===== src/rtl/uart_bridge_pkg.sv =====
// Shared types and constants for the UART sample bridge.
package uart_bridge_pkg;

  typedef enum logic [1:0] {
    ST_IDLE      = 2'd0,
    ST_START     = 2'd1,
    ST_WAIT_BUSY = 2'd2,
    ST_WAIT_DONE = 2'd3
  } tx_state_t;

  localparam int OVF_W = 16;

  // Width needed to hold an occupancy count of 0..depth inclusive.
  function automatic int level_w(input int depth);
    return $clog2(depth + 1);
  endfunction

endpackage


===== src/rtl/sync_fifo.sv =====
// Single-clock FIFO; a push into a full FIFO is still taken when a pop
// happens in the same cycle, so the level stays put.
module sync_fifo
  import uart_bridge_pkg::*;
#(
  parameter int DATA_W = 8,
  parameter int DEPTH  = 16
) (
  input  logic                        cclk,
  input  logic                        reset,
  input  logic                        push,
  input  logic [DATA_W-1:0]           push_data,
  input  logic                        pop,
  output logic [DATA_W-1:0]           head,
  output logic                        full,
  output logic                        empty,
  output logic [level_w(DEPTH)-1:0]   level
);

  localparam int PTR_W = $clog2(DEPTH);
  localparam int LVL_W = level_w(DEPTH);

  logic [DATA_W-1:0] mem [DEPTH];
  logic [PTR_W-1:0]  wr_ptr;
  logic [PTR_W-1:0]  rd_ptr;
  logic              do_push;
  logic              do_pop;

  assign full    = (level == LVL_W'(DEPTH));
  assign empty   = (level == '0);
  assign do_pop  = pop && !empty;
  assign do_push = push && (!full || do_pop);
  assign head    = mem[rd_ptr];

  // Storage array; no reset needed since level gates every read.
  always_ff @(posedge cclk) begin
    if (do_push) mem[wr_ptr] <= push_data;
  end

  // Pointers wrap naturally because DEPTH is a power of two.
  always_ff @(posedge cclk) begin
    if (reset) begin
      wr_ptr <= '0;
      rd_ptr <= '0;
      level  <= '0;
    end else begin
      if (do_push) wr_ptr <= wr_ptr + PTR_W'(1);
      if (do_pop)  rd_ptr <= rd_ptr + PTR_W'(1);
      case ({do_push, do_pop})
        2'b10:   level <= level + LVL_W'(1);
        2'b01:   level <= level - LVL_W'(1);
        default: level <= level;
      endcase
    end
  end

endmodule


===== src/rtl/uart_stream_bridge.sv =====
// Receiver-to-transmitter sample bridge with decimation, FIFO buffering,
// overflow count, busy LED stretch and VGA offset buttons.
//
// state        | meaning
// -------------+-----------------------------------------------------
// ST_IDLE      | waiting for data; pops the FIFO head into tx_data
// ST_START     | tx_start is high this cycle
// ST_WAIT_BUSY | waiting for tx_busy; timeout re-issues the same byte
// ST_WAIT_DONE | transfer running; leaves when tx_busy drops
module uart_stream_bridge
  import uart_bridge_pkg::*;
#(
  parameter int DATA_W  = 8,
  parameter int DEPTH   = 16,
  parameter int DECIM_W = 4,
  parameter int SH_W    = 10,
  parameter int LED_W   = 16,
  parameter int BUSY_TO = 3
) (
  input  logic                       cclk,
  input  logic                       reset,
  input  logic                       rx_valid,
  input  logic [DATA_W-1:0]          rx_data,
  input  logic                       tx_busy,
  output logic                       tx_start,
  output logic [DATA_W-1:0]          tx_data,
  input  logic [DECIM_W-1:0]         decim,
  input  logic                       x_inc,
  input  logic                       x_dec,
  input  logic                       y_inc,
  input  logic                       y_dec,
  output logic [SH_W-1:0]            x_sh,
  output logic [SH_W-1:0]            y_sh,
  output logic [level_w(DEPTH)-1:0]  fifo_level,
  output logic [OVF_W-1:0]           overflow_cnt,
  output logic                       busy_led
);

  localparam int TO_W = (BUSY_TO > 1) ? $clog2(BUSY_TO) : 1;

  tx_state_t           state, state_nxt;
  logic                fifo_pop;
  logic                fifo_full;
  logic                fifo_empty;
  logic [DATA_W-1:0]   fifo_head;
  logic                push_req;
  logic                drop;
  logic [TO_W-1:0]     to_cnt;
  logic [DECIM_W-1:0]  dcnt;
  logic [DECIM_W-1:0]  dlast;
  logic [DECIM_W-1:0]  decim_last;
  logic                armed;
  logic                any_btn;
  logic [LED_W-1:0]    led_cnt;
  logic [LED_W-1:0]    led_cnt_nxt;

  // Last count value of a decimation group; decim of 0 behaves as 1.
  assign decim_last = (decim == '0) ? '0 : decim - DECIM_W'(1);
  assign push_req   = rx_valid && (dcnt == '0);
  assign drop       = push_req && fifo_full && !fifo_pop;
  assign any_btn    = x_inc || x_dec || y_inc || y_dec;

  sync_fifo #(
    .DATA_W (DATA_W),
    .DEPTH  (DEPTH)
  ) u_fifo (
    .cclk      (cclk),
    .reset     (reset),
    .push      (push_req),
    .push_data (rx_data),
    .pop       (fifo_pop),
    .head      (fifo_head),
    .full      (fifo_full),
    .empty     (fifo_empty),
    .level     (fifo_level)
  );

  // Decimation counter; the group length is latched at the start of each group.
  always_ff @(posedge cclk) begin
    if (reset) begin
      dcnt  <= '0;
      dlast <= '0;
    end else if (rx_valid) begin
      if (dcnt == '0) begin
        dlast <= decim_last;
        dcnt  <= (decim_last == '0) ? '0 : DECIM_W'(1);
      end else begin
        dcnt  <= (dcnt == dlast) ? '0 : dcnt + DECIM_W'(1);
      end
    end
  end

  // Transmit FSM next-state and pop decode.
  always_comb begin
    state_nxt = state;
    fifo_pop  = 1'b0;
    case (state)
      ST_IDLE: begin
        if (!fifo_empty) begin
          fifo_pop  = 1'b1;
          state_nxt = ST_START;
        end
      end
      ST_START:     state_nxt = ST_WAIT_BUSY;
      ST_WAIT_BUSY: begin
        if (tx_busy)            state_nxt = ST_WAIT_DONE;
        else if (to_cnt == '0)  state_nxt = ST_START;
      end
      ST_WAIT_DONE: begin
        if (!tx_busy) state_nxt = ST_IDLE;
      end
      default:      state_nxt = ST_IDLE;
    endcase
  end

  // Transmit FSM registers; tx_start is registered from the next state.
  always_ff @(posedge cclk) begin
    if (reset) begin
      state    <= ST_IDLE;
      tx_start <= 1'b0;
      tx_data  <= '0;
      to_cnt   <= '0;
    end else begin
      state    <= state_nxt;
      tx_start <= (state_nxt == ST_START);
      if (fifo_pop) tx_data <= fifo_head;
      if (state == ST_START)
        to_cnt <= TO_W'(BUSY_TO - 1);
      else if (state == ST_WAIT_BUSY && to_cnt != '0)
        to_cnt <= to_cnt - TO_W'(1);
    end
  end

  // Dropped-sample counter, saturating.
  always_ff @(posedge cclk) begin
    if (reset) begin
      overflow_cnt <= '0;
    end else if (drop && overflow_cnt != {OVF_W{1'b1}}) begin
      overflow_cnt <= overflow_cnt + OVF_W'(1);
    end
  end

  // One step per press; re-arms after a cycle with all buttons released.
  always_ff @(posedge cclk) begin
    if (reset) begin
      armed <= 1'b1;
      x_sh  <= '0;
      y_sh  <= '0;
    end else if (armed && any_btn) begin
      armed <= 1'b0;
      if (x_inc && !x_dec)      x_sh <= x_sh + SH_W'(1);
      else if (x_dec && !x_inc) x_sh <= x_sh - SH_W'(1);
      if (y_inc && !y_dec)      y_sh <= y_sh + SH_W'(1);
      else if (y_dec && !y_inc) y_sh <= y_sh - SH_W'(1);
    end else if (!any_btn) begin
      armed <= 1'b1;
    end
  end

  // LED stretch down-counter, reloaded while the transmitter is busy.
  always_comb begin
    led_cnt_nxt = led_cnt;
    if (tx_busy)              led_cnt_nxt = '1;
    else if (led_cnt != '0)   led_cnt_nxt = led_cnt - LED_W'(1);
  end

  // Registered LED: matches tx_busy OR (counter != 0) one cycle ahead.
  always_ff @(posedge cclk) begin
    if (reset) begin
      led_cnt  <= '0;
      busy_led <= 1'b0;
    end else begin
      led_cnt  <= led_cnt_nxt;
      busy_led <= tx_busy || (led_cnt_nxt != '0);
    end
  end

endmodule


===== config.mk =====
export PLATFORM = sky130hd
export DESIGN_NAME = uart_stream_bridge
export DESIGN_NICKNAME = d
export VERILOG_FILES = /design/src/rtl/uart_bridge_pkg.sv /design/src/rtl/sync_fifo.sv /design/src/rtl/uart_stream_bridge.sv
export SDC_FILE = /design/constraint.sdc
export NUM_CORES = 1
export LEC_CHECK = 0
export BUFFER_PORTS_ARGS = -buffer_cell sky130_fd_sc_hd__buf_2
export CORE_UTILIZATION = 40
export CTS_CLUSTER_DIAMETER = 60
export DETAILED_ROUTE_END_ITERATION = 6
export SLEW_MARGIN = 20
export SYNTH_ARGS = -nofsm -noshare
export SYNTH_HDL_FRONTEND = slang
export SYNTH_SLANG_ARGS = --single-unit

===== constraint.sdc =====
create_clock -name cclk -period 2.5 [get_ports cclk]
set_input_delay 0.25 -clock cclk [delete_from_list [all_inputs] [get_ports cclk]]
set_output_delay 0.25 -clock cclk [all_outputs]
set_load 0.03 [all_outputs]

---- Word level (Yosys, flattened, before mapping) ----
Memory sizes are Yosys's and may differ from the RTL's. A register that Yosys moved wholly into a read port is not among the register bits.
Index checks and enable logic that the tools add are counted.
W data, S select, Z words.
storage, ports and cells
  register bits after elaboration ......... 80
  memory bits (writable) .................. 128
  bits of input ports ..................... 20
  output and inout port bits .............. 51
  memories ................................ 1
memory list
  memory      words  width  rd ports  clocked after memory_dff  write ports  RTL line         source
  u_fifo.mem  16     8      1         1                         1            sync_fifo.sv:23  logic [DATA_W-1:0] mem [DEPTH];
cells by class
  add/subtract/negate cells ............... 13
  equal/unequal tests ..................... 10
  mux-type cells .......................... 24
  reduce and logical (&&, ||, !) cells .... 41
operator list
  cell                     count
  $mux W10                 4
  $mux W16                 2
  $reduce_bool A16 Y1      2
  $add A10 B1 Y10 const B  2
  $sub A10 B1 Y10 const B  2
  $add A16 B1 Y16 const B  1
  $ne A16 B16 Y1 const B   1
  $sub A16 B1 Y16 const B  1
  $add A4 B1 Y4 const B    3
  $logic_and A1 B1 Y1      12
  $logic_not A4 Y1         3
  $mux W2                  6
  $mux W4                  3
  $pmux W5 S2              1
  $reduce_bool A2 Y1       5
  $pmux W2 S4              1
  $logic_not A1 Y1         7
  $mux W1                  7
  $eq A2 B1 Y1 const B     3
  $eq A2 B2 Y1 const B     3
  $reduce_and A2 Y1        3
  $add A5 B1 Y5 const B    1
  $eq A5 B5 Y1 const B     1
  $logic_not A5 Y1         1
  8 further kinds          13

---- Longest topological paths before layout ----
Gate-level depths: netlist of run 1.
  depth in word-level cells ............... 8
  depth in mapped cells ................... 11

---- By module ----
From an unflattened synthesis of run 1, not the netlist that was laid out.
unflattened totals
  cell total of the unflattened synthesis .. 856
  area total of the unflattened synthesis .. 10204.8 µm²
modules (own cells, without submodules)
  module              instances  cells an instance  area each (µm²)  sequential area each (µm²)
  sync_fifo           1          325                5866.9           4184.0
  uart_stream_bridge  1          531                4337.9           1501.4

---- Worst setup path after synthesis of run 1 ----
No wires, ideal clock.
  path kind ............................... register -> register
  start point ............................. register u_fifo.level[0]
  end point ............................... register u_fifo.level[4]
  setup time .............................. 128 ps
  arrival ................................. 2490 ps
  required time ........................... 2372 ps
  setup slack ............................. -118 ps
  stages on the path, launching flop included .. 11
  path buffers ............................ 0
  cell sequence ........................... dfxtp_1 or4_1 o21a_1 nand2_1 inv_1 ha_1 a21o_1 a21oi_1 mux2i_1 xnor2_1 nor2_1
between the ends
  cells in the longest elaborated chain, start to end .. 8
RTL lines
  item                                                      RTL line                  source
  start: declaration                                        sync_fifo.sv:17           output logic [level_w(DEPTH)-1:0] level
  start signal: assignment                                  sync_fifo.sv:50           2'b10: level <= level + LVL_W'(1);
  start signal: assignment                                  sync_fifo.sv:51           2'b01: level <= level - LVL_W'(1);
  start signal: assignment                                  sync_fifo.sv:52           default: level <= level;
  $logic_not A5 Y1                                          sync_fifo.sv:30           assign empty = (level == '0);
  $mux W1                                                   uart_stream_bridge.sv:99  if (!fifo_empty) begin
  $mux W1                                                   uart_stream_bridge.sv:97  case (state)
  $logic_and A1 B1 Y1                                       sync_fifo.sv:31           assign do_pop = pop && !empty;
  $logic_or A1 B1 Y1                                        sync_fifo.sv:32           assign do_push = push && (!full || do_pop);
  $logic_and A1 B1 Y1                                       sync_fifo.sv:32
  $eq A2 B1 Y1 / $eq A2 B2 Y1 (equally long branches)       sync_fifo.sv:49           case ({do_push, do_pop})
  $pmux W5 S2 / $reduce_bool A2 Y1 (equally long branches)  --
Parallel ways exist; a longest one is shown, timed or not.
A chain may end at the register's enable or synchronous reset.

---- Final worst setup path of run 1 ----
Same ends and word-level chain as after synthesis.

==> impl_results.rst, run 1 <==
.. list-table::
   :header-rows: 1

   * - Metric
     - Value
   * - Xor-xnor portion of the synthesized cell area
     - 0.0460
   * - Cells taking the most area after synthesis
     - sky130_fd_sc_hd__edfxtp_1 40%, sky130_fd_sc_hd__dfxtp_1 18%, sky130_fd_sc_hd__mux4_2 9.3%
   * - Ports
     - 71
   * - Leading register cell type out of synthesis
     - sky130_fd_sc_hd__edfxtp_1
   * - Data required time at the worst endpoint
     - 2.89 ns
   * - Core Footprint
     - 23,600 um^2
   * - Final design utilization
     - 0.498
   * - Final Total Pwr
     - 10.9 mW
   * - Synth top cells by count
     - 128 x sky130_fd_sc_hd__edfxtp_1, 88 x sky130_fd_sc_hd__dfxtp_1, 73 x sky130_fd_sc_hd__nor2_1
   * - Endpoints failing hold
     - 0
   * - Mux share of post-synthesis cell area
     - 0.0970
   * - Area of all placed cells without fillers
     - 11,800 um^2
   * - Number of maximum-capacitance constraint violations
     - 0
   * - Mean Syn Cell Area
     - 12.6 um^2
   * - Startpoint types
     - flip-flop
   * - Placed cell count
     - 1,189
   * - Slowest library cell on the worst path
     - sky130_fd_sc_hd__or4_1
   * - Top delay family on crit path
     - simple AND/OR/NAND/NOR gates
   * - Number of H-tree branching levels
     - 1
   * - Transition time at the pin with the least slew margin
     - 0.603 ns
   * - Clk_lat worst skew
     - 0.52 ns
   * - Cell with the most instances after synthesis
     - sky130_fd_sc_hd__edfxtp_1
   * - Unrepaired setup endpoints after global routing
     - no
   * - Vias in the first global route
     - 5,912
   * - Max stage delay on crit path
     - 0.54 ns
   * - Root Buffer Master
     - sky130_fd_sc_hd__clkbuf_16
   * - Number of storage elements in the synthesis netlist
     - 216
   * - Post-CTS setup buffers
     - 0
   * - Post-synth EDFFs
     - 128
   * - Worst slew margin
     - 0.597
   * - Arrival time of data at the critical path endpoint
     - 2.70 ns
   * - HPWL after detailed placement
     - 13,300 um
   * - Synthesized area
     - 9710 um^2
   * - Final slew viol count
     - 0
   * - Final setup vio count
     - 0
   * - Number of nets with antenna violations after routing
     - 0
   * - Count of filler cells inserted in the layout
     - 2,089
   * - Leakage power
     - 4.43 nW
   * - Post-Place Cell Area
     - 10,800 um^2
   * - Dominant combinational cell family by area after synthesis
     - simple AND/OR/NAND/NOR gates
   * - Die width
     - 158 um
   * - DRC violations left
     - 0
   * - Vias per std cell
     - 5.07
   * - Router iterations before antenna repair
     - 5
   * - Async set or reset register ratio after synthesis
     - 0
   * - Net Count, Synth
     - 824
   * - Gr usage total
     - 0.156
   * - Clock skew after layout
     - 0.0101 ns
   * - Critical Path Fanout Max
     - 4
   * - Global-route wire length before repair
     - 30,700 um
   * - Chip height
     - 158 um
   * - Dominant cell type by area after synthesis
     - sky130_fd_sc_hd__edfxtp_1
   * - Full die area
     - 24,900 um^2
   * - Max Clock Freq
     - 434 MHz
   * - Ant. Diodes
     - 0
   * - Clk buf depth
     - 3
   * - Number of placement rows
     - 56
   * - CTS tree
     - done
   * - Number of clock sinks seen by CTS
     - 216
   * - Final Critical Period
     - 2.31 ns
   * - Crit path buffers/inverters
     - 1
   * - Number of instances in the synthesized netlist
     - 768
   * - Simple-gate area share of the yosys netlist
     - 0.119
   * - Critical-path cell list
     - or4_1 > o21a_1 > nand2_2 > inv_2 > ha_4 > a21o_1 > a21oi_1 > mux2i_1 > xnor2_1 > nor2_1
   * - Number of different library cells in the post-synthesis netlist
     - 72
   * - Final cell count without fillers
     - 1,234
   * - Adder and majority gate portion of the synthesized area
     - 0.0487
   * - Crit path kind
     - flip-flop to flip-flop
   * - Proportion of layout cells with a drive suffix above 1
     - 0.270
   * - Type of the most critical hold path
     - input pin to flip-flop
   * - Compound-cell area share of the yosys netlist
     - 0.0889
   * - Fin crit share
     - 0.922
   * - Final RePlAce weighted congestion
     - 0.808
   * - Via count
     - 6,256
   * - Residual overflow from global routing
     - 0
   * - Share of the synthesized area in the top cell type
     - 0.396
   * - Largest net degree at the start of global routing
     - 36
   * - Clock input transition at the sequential cells of the worst setup and hold paths
     - 0.06 ns
   * - Max rail drop VDD
     - 0.000556 V
   * - Number of antenna violations at the first check in global routing
     - 0
   * - Total of buffers placed on input and output ports
     - 70
   * - Initial core utilization
     - 0.411
   * - Portion of the post-synthesis area used by sequential elements
     - 0.577
   * - Area delta synth->final
     - 21.0%
   * - Routed wire length per instance
     - 15.4 um
   * - Count of synthesis-stage warnings from yosys
     - 0
   * - Outcome
     - complete, no violations
   * - Clock buffers created by TritonCTS
     - 25
   * - Drt first-iter violations
     - 319
   * - Aggregate routed wire length
     - 19,000 um
   * - Final Net Count
     - 953
   * - Kind of capture point of the worst setup path
     - flip-flop
   * - Power per cell area
     - 926 nW/um^2
[layout make-up]
cell class              count  area [um^2]  area share
clock buffers              26          639      0.0544
clock inverters            19          246      0.0210
inverters                  23         86.3     0.00734
multi-input cells         496         3910       0.333
flip-flops and latches    216         5610       0.477
well taps                 319          399      0.0340
repair buffers            135          863      0.0734
[layout by cell type, fill, tap and decap left out, types with 26 or more instances in the layout]
cell type	instances
sky130_fd_sc_hd__buf_2	70
sky130_fd_sc_hd__dfxtp_1	84
sky130_fd_sc_hd__mux4_2	40
sky130_fd_sc_hd__buf_4	63
sky130_fd_sc_hd__a21oi_1	57
sky130_fd_sc_hd__ha_1	32
sky130_fd_sc_hd__xor2_1	26
sky130_fd_sc_hd__nor2_1	73
sky130_fd_sc_hd__edfxtp_1	128
sky130_fd_sc_hd__nand2_1	68
[worst paths after layout]
check                                startpoint         endpoint  slack (ns)  cells past startpoint
worst max-delay path            u_fifo.level[0]  u_fifo.level[4]        0.19                     10
worst min-delay path                      y_dec            armed        0.05                      3
worst max register to register  u_fifo.level[0]  u_fifo.level[4]        0.19                     10
worst min register to register       tx_data[3]       tx_data[3]        0.45                      2
[stage by stage]
step                      hold WS [ns]  setup WS, ns  setup TNS (ns)
after floorplan                  0.349       0.00769               0
after CTS                       0.0257        0.0576               0
after global placement           0.441       -0.0132         -0.0132
after detailed placement         0.447       -0.0553          -0.108
final                           0.0488         0.195               0
after global routing            0.0477       0.00681               0
[cells by family (layout without fill, tap and decap cells)]
| kind of cell | after synthesis | in the layout |
|---|---|---|
| AND/OR/NAND/NOR | 233 | 233 |
| adder cells (fa/ha/maj) | 36 | 36 |
| multiplexers | 44 | 44 |
| buffers and inverters | 56 | 203 |
| AO/OA/AOI/OAI | 132 | 132 |
| flip-flops | 216 | 216 |
| XOR/XNOR | 51 | 51 |
[report_power, final]
group          internal (mW)  leakage, nW  switching, mW
combinational           1.26         2.13           1.55
sequential              4.03         1.88          0.191
clock                   2.39        0.429           1.46
total                   7.68         4.43           3.20
[flip-flops by register name, summed over array words and instances, names as in the netlist]
register       cells
u_fifo.mem       128
led_cnt           16
dlast              4
armed              1
u_fifo.wr_ptr      4
u_fifo.level       5
y_sh              10
to_cnt             2
x_sh              10
overflow_cnt      16
busy_led           1
tx_start           1
state              2
u_fifo.rd_ptr      4
dcnt               4
tx_data            8
[worst reg2reg max path: cells and delay by family (launching register included)]
family	cells	cell delay [ns]
buffers and inverters	1	0.07
AOI/OAI and AO/OA	3	0.52
and+or+nand+nor	3	0.70
DFF	1	0.31
adders and majority gates	1	0.22
xor gates and xnor gates	1	0.13
muxes	1	0.23
[per-layer routing]
metal,vias up,GRT usage,part of all wire
li1,3130,-,-
met1,3005,0.214,0.48
met2,98,0.254,0.47
met3,23,0.0255,0.036
met4,0,0.0421,0.018
met5,-,0,0
[timing repair]
action,CTS,global route
hold endpoints to repair,0,0
gates resized for setup,0,6
hold buffers,0,0
endpoints found under the setup margin,0,4
(Power assumes the default switching activity.)
==> run 2: changes to the inputs <==
--- a/config.mk
+++ b/config.mk
@@ -7,6 +7,7 @@
 export LEC_CHECK = 0
 export BUFFER_PORTS_ARGS = -buffer_cell sky130_fd_sc_hd__buf_2
 export CORE_UTILIZATION = 40
+export CTS_BUF_LIST = sky130_fd_sc_hd__clkbuf_8
 export CTS_CLUSTER_DIAMETER = 60
 export DETAILED_ROUTE_END_ITERATION = 6
 export SLEW_MARGIN = 20
==> constraint.sdc (replaced) <==
create_clock -name cclk -period 2.5 [get_ports cclk]
set_input_delay 0.25 -clock cclk [delete_from_list [all_inputs] [get_ports cclk]]
set_output_delay 0.25 -clock cclk [all_outputs]
set_load 0.02 [all_outputs]
==> run 2 against run 1 <==
Final cell count rose by 1.8%. Global-route usage increased by 0.52 points. Hold slack got worse by 0.013 ns. Non-clock buffer count fell by 5. Clock-buffer cell count up 17. Sequential share of layout area grew 0.52 points. Largest cell class unchanged. Power is 7.0% lower. Via count increased by 1.5%. Register-to-register slack lost 0.07 ns. Critical path depth stayed put.
==> impl_results.rst, run 2 (same netlist as run 1, synthesis figures left out) <==
.. list-table::
   :header-rows: 1

   * - Metric
     - Value
   * - Number of clock sinks seen by CTS
     - 216 (unchanged)
   * - R2r endpoint
     - u_fifo.level[4]
   * - Final slew viol count
     - 0 (unchanged)
   * - Arrival time of data at the critical path endpoint
     - 2.79 ns (+0.09 ns)
   * - DRC violations left
     - 0 (unchanged)
   * - Worst hold path cell count
     - 3 (unchanged)
   * - Type of the most critical hold path
     - input pin to flip-flop
   * - Hold endpoint
     - dlast[2]
   * - Global-route wire length before repair
     - 31,400 um (+2.3%)
   * - CTS tree
     - done
   * - Largest net degree at the start of global routing
     - 55 (+53%)
   * - Gr usage total
     - 0.161 (+0.00518)
   * - Launch point of the worst hold path
     - decim[2]
   * - Transition time at the pin with the least slew margin
     - 0.614 ns (+0.0108 ns)
   * - Fin crit share
     - 0.950 (+0.0276)
   * - Startpoint types
     - flip-flop
   * - Registers with the most flip-flops
     - u_fifo.mem (128), led_cnt (16), overflow_cnt (16)
   * - Area of all placed cells without fillers
     - 11,600 um^2 (-1.1%)
   * - Final Net Count
     - 962 (+0.94%)
   * - Vias per std cell
     - 5.05 (-0.32%)
   * - Core Footprint
     - 23,600 um^2 (unchanged)
   * - Max FFs per register
     - 128 (unchanged)
   * - Outcome
     - complete, no violations
   * - Clk buf depth
     - 3 (unchanged)
   * - Clk_lat worst skew
     - 0.56 ns (+0.04 ns)
   * - Number of nets with antenna violations after routing
     - 0 (unchanged)
   * - Chip height
     - 158 um (unchanged)
   * - Initial core utilization
     - 0.411 (unchanged)
   * - Vias in the first global route
     - 6,191 (+4.7%)
   * - Top register by number of flip-flops
     - u_fifo.mem
   * - Die width
     - 158 um (unchanged)
   * - Number of maximum-capacitance constraint violations
     - 0 (unchanged)
   * - Most common cell after layout, fill and taps aside
     - sky130_fd_sc_hd__edfxtp_1
   * - Post-Place Cell Area
     - 10,800 um^2 (-0.25%)
   * - Number of H-tree branching levels
     - 2 (+1)
   * - Worst slew margin
     - 0.590 (-0.00722)
   * - Final RePlAce weighted congestion
     - 0.843 (+4.3%)
   * - Aggregate routed wire length
     - 19,600 um (+2.9%)
   * - R2R cell count
     - 10 (unchanged)
   * - Clock input transition at the sequential cells of the worst setup and hold paths
     - 0.05 ns (about the same)
   * - Leakage power
     - 4.45 nW (+0.34%)
   * - Number of placement rows
     - 56 (unchanged)
   * - Crit path kind
     - flip-flop to flip-flop
   * - Drt first-iter violations
     - 364 (+14%)
   * - Max Clock Freq
     - 421 MHz (-2.9%)
   * - Total of buffers placed on input and output ports
     - 70 (unchanged)
   * - Routed wire length per instance
     - 15.6 um (+1.1%)
   * - Ports
     - 71 (unchanged)
   * - Placed cell count
     - 1,184 (-0.42%)
   * - Clock buffers created by TritonCTS
     - 39 (+56%)
   * - Kind of capture point of the worst setup path
     - flip-flop
   * - Ant. Diodes
     - 0 (unchanged)
   * - Root Buffer Master
     - sky130_fd_sc_hd__clkbuf_8
   * - Final design utilization
     - 0.492 (-0.00562)
   * - Via count
     - 6,347 (+1.5%)
   * - Number of resized instances in the post-cts repair step
     - 0 (unchanged)
   * - Worst reg2reg path startpoint
     - u_fifo.level[0]
   * - Endpoints failing hold
     - 0 (unchanged)
   * - Data required time at the worst endpoint
     - 2.92 ns (+0.03 ns)
   * - Max rail drop VDD
     - 0.000466 V (-16%)
   * - Critical Path Fanout Max
     - 3 (-1)
   * - Proportion of layout cells with a drive suffix above 1
     - 0.269 (-0.00100)
   * - Area delta synth->final
     - 19.7%
   * - Final setup vio count
     - 0 (unchanged)
   * - Power per cell area
     - 871 nW/um^2 (-5.9%)
   * - Residual overflow from global routing
     - 0 (unchanged)
   * - Setup slack of the most critical reg-to-reg path
     - 0.13 ns (-0.07 ns)
   * - Final Critical Period
     - 2.37 ns (+0.0689 ns)
   * - Router iterations before antenna repair
     - 4 (-1)
   * - Most frequent cells in the layout
     - 128 x sky130_fd_sc_hd__edfxtp_1, 86 x sky130_fd_sc_hd__dfxtp_1, 73 x sky130_fd_sc_hd__nor2_1
   * - Total Neg Setup Slack
     - 0 ns (unchanged)
   * - Number of antenna violations at the first check in global routing
     - 0 (unchanged)
   * - # hold bufs at CTS
     - 0 (unchanged)
   * - Full die area
     - 24,900 um^2 (unchanged)
   * - HPWL after detailed placement
     - 13,300 um (-0.62%)
   * - Post-CTS setup buffers
     - 0 (unchanged)
   * - Final cell count without fillers
     - 1,256 (+1.8%)
   * - Clock skew after layout
     - 0.0316 ns (+0.0215 ns)
## run 2: cell count changes in the layout (fill, tap and decap cells not counted), sizes merged
cell | previous run | this run
clkinvlp | 3 | 0
inv | 26 | 39
bufinv | 5 | 1
clkbuf | 26 | 43
buf | 135 | 130
clkinv | 8 | 12
## run 2: how the worst max path moves through the flow
stage	startpoint	to	slack [ns]	cells after the start
5_1_grt	u_fifo.level[0]	u_fifo.level[4]	-0.01	11
3_3_place_gp	y_inc	y_sh[9]	0.02	10
2_1_floorplan	u_fifo.level[1]	u_fifo.level[4]	0.002	10
6_report	u_fifo.level[0]	u_fifo.level[4]	0.13	10
4_1_cts	u_fifo.level[0]	u_fifo.level[4]	0.08	10
3_5_place_dp	x_dec	x_sh[9]	-0.10	11
## run 2: layout make-up
class	count	area, um^2
Clock inverter	29	174
Sequential cell	216	5610
Tap cell	319	399
Timing Repair Buffer	130	838
Clock buffer	43	592
Fill cell	2098	12000
Multi-Input combinational cell	496	3930
Inverter	23	86.3
## run 2: worst max-delay path, stage by stage (launching register included)
cell and delay, ns:
sky130_fd_sc_hd__dfxtp_2 0.32, sky130_fd_sc_hd__or4_4 0.53, sky130_fd_sc_hd__o21a_1 0.21, sky130_fd_sc_hd__nand2_2 0.08, sky130_fd_sc_hd__inv_1 0.08, sky130_fd_sc_hd__ha_1 0.31
sky130_fd_sc_hd__a21o_1 0.18, sky130_fd_sc_hd__a21oi_2 0.15, sky130_fd_sc_hd__mux2i_1 0.22, sky130_fd_sc_hd__xnor2_1 0.14, sky130_fd_sc_hd__nor2_1 0.05
## run 2: stage by stage
step	hold WS [ns]	setup slack [ns]	power, mW
floorplan	0.349	0.00215	6.13
global placement	0.442	0.0176	6.97
detailed placement	0.449	-0.101	7.00
CTS	0.000446	0.0800	10.2
global route	0.0260	-0.0111	10.7
finish	0.0358	0.126	10.1
## run 2: power breakdown
part	internal (mW)	switching, mW	total (mW)
registers	4.03	0.201	4.23
clock network	1.71	1.47	3.18
logic	1.27	1.44	2.71
## run 2: metal layers
metal | vias to the layer above | share of wire | GRT usage
met5 | - | 0 | 0
met3 | 30 | 0.043 | 0.0331
li1 | 3158 | - | -
met4 | 0 | 0.020 | 0.0606
met1 | 3047 | 0.46 | 0.213
met2 | 112 | 0.47 | 0.259
